### src/rtl/system_id_regs_if.sv
// Avalon-MM slave bus bundle for the system-ID peripheral, plus its interrupt line.
interface system_id_regs_if #(
    parameter int ADDR_W = 4
);
    logic [ADDR_W-1:0] address;
    logic              read;
    logic              write;
    logic [31:0]       writedata;
    logic [31:0]       readdata;
    logic              readdatavalid;
    logic              irq;

    modport master (output address, read, write, writedata,
                    input  readdata, readdatavalid, irq);
    modport slave  (input  address, read, write, writedata,
                    output readdata, readdatavalid, irq);
endinterface

### src/rtl/system_id_regs.sv
// System identification slave: ID/timestamp constants, uptime counter with coherent
// 64-bit snapshot, control/status with sticky overflow interrupt, scratch registers.
module system_id_regs #(
    parameter logic [31:0] ID_VALUE     = 32'hA5A5_0001,
    parameter logic [31:0] TIMESTAMP    = 32'd0,
    parameter int          UPTIME_WIDTH = 64,
    parameter int          NUM_SCRATCH  = 2,
    parameter int          ADDR_W       = 4,
    parameter int          READ_LATENCY = 1
) (
    input  logic            clock,
    input  logic            reset_n,
    system_id_regs_if.slave bus
);
    localparam int HI_W  = UPTIME_WIDTH - 32;
    localparam int SCR_N = (NUM_SCRATCH > 0) ? NUM_SCRATCH : 1;

    logic [31:0]             addr;
    logic                    wr_ctrl, wr_stat, clear, wrap;
    logic [UPTIME_WIDTH-1:0] cnt_q, cnt_d;
    logic [HI_W-1:0]         hi_q, hi_d;
    logic                    freeze_q, freeze_d;
    logic                    irq_en_q, irq_en_d;
    logic                    ovf_q, ovf_d;
    logic                    irq_q, irq_d;
    logic [SCR_N-1:0][31:0]  scratch_q, scratch_d;
    logic [31:0]             rd_val;

    logic [READ_LATENCY:1]       vld_pipe_q;
    logic [READ_LATENCY:1][31:0] dat_pipe_q;

    assign addr    = 32'(bus.address);
    assign wr_ctrl = bus.write && (addr == 32'd4);
    assign wr_stat = bus.write && (addr == 32'd5);
    assign clear   = wr_ctrl && bus.writedata[1];
    assign wrap    = !clear && !freeze_q && (&cnt_q);

    always_comb begin
        cnt_d     = cnt_q;
        hi_d      = hi_q;
        freeze_d  = freeze_q;
        irq_en_d  = irq_en_q;
        ovf_d     = ovf_q;
        scratch_d = scratch_q;

        if (clear)          cnt_d = '0;
        else if (!freeze_q) cnt_d = cnt_q + 1'b1;

        // Only a LO read snapshots the upper bits, so LO-then-HI is coherent.
        if (bus.read && (addr == 32'd2)) hi_d = cnt_q[UPTIME_WIDTH-1:32];

        if (wr_ctrl) begin
            freeze_d = bus.writedata[0];
            irq_en_d = bus.writedata[2];
        end

        // Set beats the W1C when both land on the same edge.
        if (wrap)                            ovf_d = 1'b1;
        else if (wr_stat && bus.writedata[0]) ovf_d = 1'b0;

        for (int n = 0; n < NUM_SCRATCH; n++)
            if (bus.write && (addr == 32'(6 + n))) scratch_d[n] = bus.writedata;
    end

    assign irq_d = ovf_q && irq_en_q;

    always_comb begin
        rd_val = '0;
        case (addr)
            32'd0:   rd_val = ID_VALUE;
            32'd1:   rd_val = TIMESTAMP;
            32'd2:   rd_val = cnt_q[31:0];
            32'd3:   rd_val = 32'(hi_q);
            32'd4:   rd_val = {29'd0, irq_en_q, 1'b0, freeze_q};
            32'd5:   rd_val = {31'd0, ovf_q};
            default: begin
                for (int n = 0; n < NUM_SCRATCH; n++)
                    if (addr == 32'(6 + n)) rd_val = scratch_q[n];
            end
        endcase
    end

    always_ff @(posedge clock or negedge reset_n) begin
        if (!reset_n) begin
            cnt_q     <= '0;
            hi_q      <= '0;
            freeze_q  <= 1'b0;
            irq_en_q  <= 1'b0;
            ovf_q     <= 1'b0;
            irq_q     <= 1'b0;
            scratch_q <= '0;
        end else begin
            cnt_q     <= cnt_d;
            hi_q      <= hi_d;
            freeze_q  <= freeze_d;
            irq_en_q  <= irq_en_d;
            ovf_q     <= ovf_d;
            irq_q     <= irq_d;
            scratch_q <= scratch_d;
        end
    end

    // Read pipeline; each stage only loads on valid so readdata holds between pulses.
    always_ff @(posedge clock or negedge reset_n) begin
        if (!reset_n) begin
            vld_pipe_q <= '0;
            dat_pipe_q <= '0;
        end else begin
            vld_pipe_q[1] <= bus.read;
            if (bus.read) dat_pipe_q[1] <= rd_val;
            for (int i = 2; i <= READ_LATENCY; i++) begin
                vld_pipe_q[i] <= vld_pipe_q[i-1];
                if (vld_pipe_q[i-1]) dat_pipe_q[i] <= dat_pipe_q[i-1];
            end
        end
    end

    assign bus.readdata      = dat_pipe_q[READ_LATENCY];
    assign bus.readdatavalid = vld_pipe_q[READ_LATENCY];
    assign bus.irq           = irq_q;
endmodule

### src/flat_wrapper.sv
// flat-port wrapper written by rule: the top's interface ports become plain ports
module system_id_regs_flat 
#(
    parameter logic [31:0] ID_VALUE     = 32'hA5A5_0001,
    parameter logic [31:0] TIMESTAMP    = 32'd0,
    parameter int          UPTIME_WIDTH = 64,
    parameter int          NUM_SCRATCH  = 2,
    parameter int          ADDR_W       = 4,
    parameter int          READ_LATENCY = 1
)
  (clock, reset_n, bus_address, bus_read, bus_write, bus_writedata, bus_readdata, bus_readdatavalid, bus_irq);
  system_id_regs_if #(.ADDR_W(ADDR_W)) bus_i ();
  input  logic clock;
  input  logic reset_n;
  input wire logic [$bits(bus_i.address)-1:0] bus_address;
  input wire logic [$bits(bus_i.read)-1:0] bus_read;
  input wire logic [$bits(bus_i.write)-1:0] bus_write;
  input wire logic [$bits(bus_i.writedata)-1:0] bus_writedata;
  output wire logic [$bits(bus_i.readdata)-1:0] bus_readdata;
  output wire logic [$bits(bus_i.readdatavalid)-1:0] bus_readdatavalid;
  output wire logic [$bits(bus_i.irq)-1:0] bus_irq;
  assign bus_i.address = bus_address;
  assign bus_i.read = bus_read;
  assign bus_i.write = bus_write;
  assign bus_i.writedata = bus_writedata;
  assign bus_readdata = bus_i.readdata;
  assign bus_readdatavalid = bus_i.readdatavalid;
  assign bus_irq = bus_i.irq;
  system_id_regs #(.ID_VALUE(ID_VALUE), .TIMESTAMP(TIMESTAMP), .UPTIME_WIDTH(UPTIME_WIDTH), .NUM_SCRATCH(NUM_SCRATCH), .ADDR_W(ADDR_W), .READ_LATENCY(READ_LATENCY)) u_core (.clock(clock), .reset_n(reset_n), .bus(bus_i));
endmodule
### config.mk
export PLATFORM = sky130hd
export DESIGN_NAME = system_id_regs_flat
export DESIGN_NICKNAME = d
export VERILOG_FILES = /design/src/rtl/system_id_regs_if.sv /design/src/rtl/system_id_regs.sv /design/src/flat_wrapper.sv
export SDC_FILE = /design/constraint.sdc
export NUM_CORES = 1
export LEC_CHECK = 0
export ABC_AREA = 1
export ABC_CLOCK_PERIOD_IN_PS = 1600
export CAP_MARGIN = 20
export CELL_PAD_IN_SITES_DETAIL_PLACEMENT = 0
export CELL_PAD_IN_SITES_GLOBAL_PLACEMENT = 2
export CORE_MARGIN = 2
export CORE_UTILIZATION = 34
export DETAILED_ROUTE_END_ITERATION = 12
export PLACE_DENSITY_LB_ADDON = 0.1
export RECOVER_POWER = 100
export SYNTH_ARGS = -nofsm -noshare
export SYNTH_HDL_FRONTEND = slang
export SYNTH_SLANG_ARGS = --single-unit
### constraint.sdc
create_clock -name clock -period 1.6 [get_ports clock]
set_input_delay 0.24 -clock clock [delete_from_list [all_inputs] [get_ports clock]]
set_output_delay 0.24 -clock clock [all_outputs]
set_load 0.05 [all_outputs]
==> impl_results.md <==
* Die width at around 180 um
* Final Hold Fails at 0
* Diode count at 0
* Post-synthesis sequential area ratio at 0.4916
* Clock Path Buffers at 2
* Initial antenna violation count at 0
* DRC violation count after routing at 0
* Cell variety after synth at 34
* Area growth, synth to finish at 36.16%
* Crit path capture type: flip-flop
* R2r startpoint: u_core.cnt_q[1]
* Post-place setup slack at -355.8 ps
* Core area at 28,860 um^2
* Commonest non-fill, non-tap cell in the layout: nand2_1
* Worst Skew at ~9 ps
* Avg Cell Area, Syn at 7.495 um^2
* Setup TNS at -7261 ps
* Pin slew with the least headroom to its limit at between 1000 and 1500 ps
* Crit-path cells: ha_4 -> nand2_4 -> nor2_4 -> nand2_4 -> buf_6 -> nor2_8 -> nand2_4 -> nor2_4 -> nand2_1 -> nand2_1 -> nand2_1 -> nor2_1
* Vias/cell at between 4 and 5
* RSZ-0062 raised after global routing: yes
* Worst setup SP type: flip-flop
* Leak Pwr at 6.622 nW
* Port-buffer cells at 73
* Most frequent cells in the layout: nand2_1, dfrtp_1, buf_4
* Critical Path AT at between 2000 and 2500 ps
* Initial Util at 0.3475
* Worst setup slack after layout at -216.9 ps
* Seq cells post-synth at roughly 200
* Total clock sinks at between 150 and 200
* Vias at 9,695
* 1st-iter DRT viols at roughly 650
* Synth area leaders: dfrtp_1, nand2_1, o21ai_0
* Slew headroom at 0.1570
* Syn Nets at between 1,000 and 1,500
* Largest net degree at the start of global routing at about 60
* TritonCTS clock tree: built
* Post-DP HPWL at roughly 27 mm
* Hold Crit Start: bus_writedata[15]
* Cell count after synthesis at roughly 1,300
* Number of synthesized flops with an enable pin at 0
* DR pass1 iterations at 5
* I/O Pins at 74
* Final setup vio count at 100
* CTS root buffer: clkbuf_16
* Worst skew pair latency at roughly 460 ps
* # nets final at between 1,500 and 2,000
* Slowest cell on the critical path: dfrtp_1
* Ys flop type: dfrtp_1
* Yosys top cell by area: dfrtp_1
* CP startpoint: u_core.cnt_q[1]
* Max_cap viols at 0
* Outcome: complete, but fails checks
* Placer Congestion at about 0.9
* Final instance area at ~14,000 um^2
* Critical Path Fanout Max at 5
* Async S/R FF share, synth at 1.000
* Fin util at 0.4732
* Die Area at around 31,000 um^2
* Placed cell area at between 10,000 and 15,000 um^2
* Area of the mapped netlist at ~10,000 um^2
* Worst Hold Class: in -> reg
* TritonCTS buffer count at 17
* Clock slew seen by the registers of the worst setup and hold paths at about 80 ps
* Total track usage at 0.2427
* Crit path kind: reg -> reg
* Fin crit period at about 1800 ps
* Antenna viol nets, final at 0
* Worst IR drop on VDD at 0.7168 mV
* Max Fclk at between 500 and 600 MHz
* Row count at 62
* Global-route wire length before repair at between 50 and 60 mm
* YS warnings at 0
* Failing checks: setup timing
* Critical Path RT at approximately 2000 ps
* PwrDens at between 900 and 1000 nW/um^2
* Die Ht at 175.7 um
* Share of layout cells above drive strength 1 at 0.2453
* Vias in the first global route at about 9,700
* Total gr overflow at 0
* Period utilisation layout at 1.136
* Slowest cell delay on critical path at 430 ps
* Drt wl/cell at 18.01 um
* H-tree level count at 4
* Detailed Route WL at roughly 36 mm
* Max-slew violation count at 0
* Synth top area share at 0.4916
routing by layer:
layer | GRT usage | routed length, um
met5 | 0 | 0
met4 | 0.05682 | 504
met3 | 0.04004 | 1312
met2 | 0.3999 | 17010
met1 | 0.3347 | 16950
cell families (layout without fill, tap and decap cells):
group,count (synthesis),in the layout,share of synthesized area
AND/OR/NAND/NOR,749,749,0.3303
adder cells (fa/ha/maj),1,1,0.001247
flip-flops,197,197,0.4916
buffers and inverters,183,447,0.07174
AO/OA/AOI/OAI,208,208,0.1052
report_power, final:
part / leakage, nW / switching (mW) / internal (mW)
combinational: 3.73 / 1.47 / 1.05
clock: 0.293 / 2.22 / 2.27
sequential: 2.60 / 0.455 / 5.58
total: 6.62 / 4.14 / 8.90
what timing repair did:
item                                    CTS  global route
hold buffers                              1             0
gates resized for setup                  69            53
endpoints found under the setup margin   49            62
hold endpoints to repair                 39             0
buffers inserted                         19             8
pin swaps                                23            31
per-stage QoR:
| step | hold slack, ps | power (mW) | cells |
|---|---|---|---|
| global route | 352.1 | 13.73 | 1986 |
| finish | 352.5 | 13.04 | 1986 |
| global placement | 207.3 | 8.309 | 1929 |
| CTS | 285.0 | 13.10 | 1981 |
| floorplan | -55.59 | 7.105 | 1338 |
| detailed placement | 214.3 | 8.335 | 1929 |
critical path: cells and delay by family, from the launching register on:
kind	cells	cell delay, ps
AND/OR/NAND/NOR	10	1000
flip-flops	1	430
buffers and inverters	1	140
adder cells (fa/ha/maj)	1	180
synthesized netlist by cell type, types with 2 or more instances:
library cell and number:
clkbuf_1 31, dfrtp_1 197, nand3_2 3, nand2_2 5, o22ai_1 3, o21ai_0 154
and2_1 3, nor3_1 24, o21ai_1 7, nor2_2 15, a21oi_1 40, nor2_1 153
nand4_1 34, nor3_2 4, inv_1 126, nand3_1 135, buf_2 23, o21a_1 2
nand2_1 356, nor2_4 7, nand2_4 3
sequential cells by signal (all words and copies together) (netlist names):
| signal | cells |
|---|---|
| u_core.bus.irq | 1 |
| u_core.cnt_q | 64 |
| u_core.freeze_q | 1 |
| u_core.bus.readdata | 32 |
| u_core.scratch_q | 64 |
| u_core.irq_en_q | 1 |
| u_core.hi_q | 32 |
| u_core.bus.readdatavalid | 1 |
| u_core.ovf_q | 1 |
area by class of cell:
class | instances | area (um^2)
Timing Repair Buffer | 288 | 2407
Tap cell | 384 | 480.5
Inverter | 127 | 476.7
Sequential cell | 197 | 4937
Fill cell | 3005 | 15200
Clock inverter | 14 | 156.4
Clock buffer | 18 | 439.2
Multi-Input combinational cell | 958 | 4757
final timing paths:
check | cells past startpoint | end | slack (ps)
min | 3 | u_core.scratch_q[47] | 350
max reg2reg | 12 | u_core.cnt_q[54] | -220
max | 12 | u_core.cnt_q[54] | -220
min reg2reg | 2 | u_core.bus.readdata[13] | 480
max in group asynchronous | 3 | u_core.scratch_q[31] | 100
min in group asynchronous | 2 | u_core.scratch_q[37] | 590
Power figures use the tool's default switching activity.
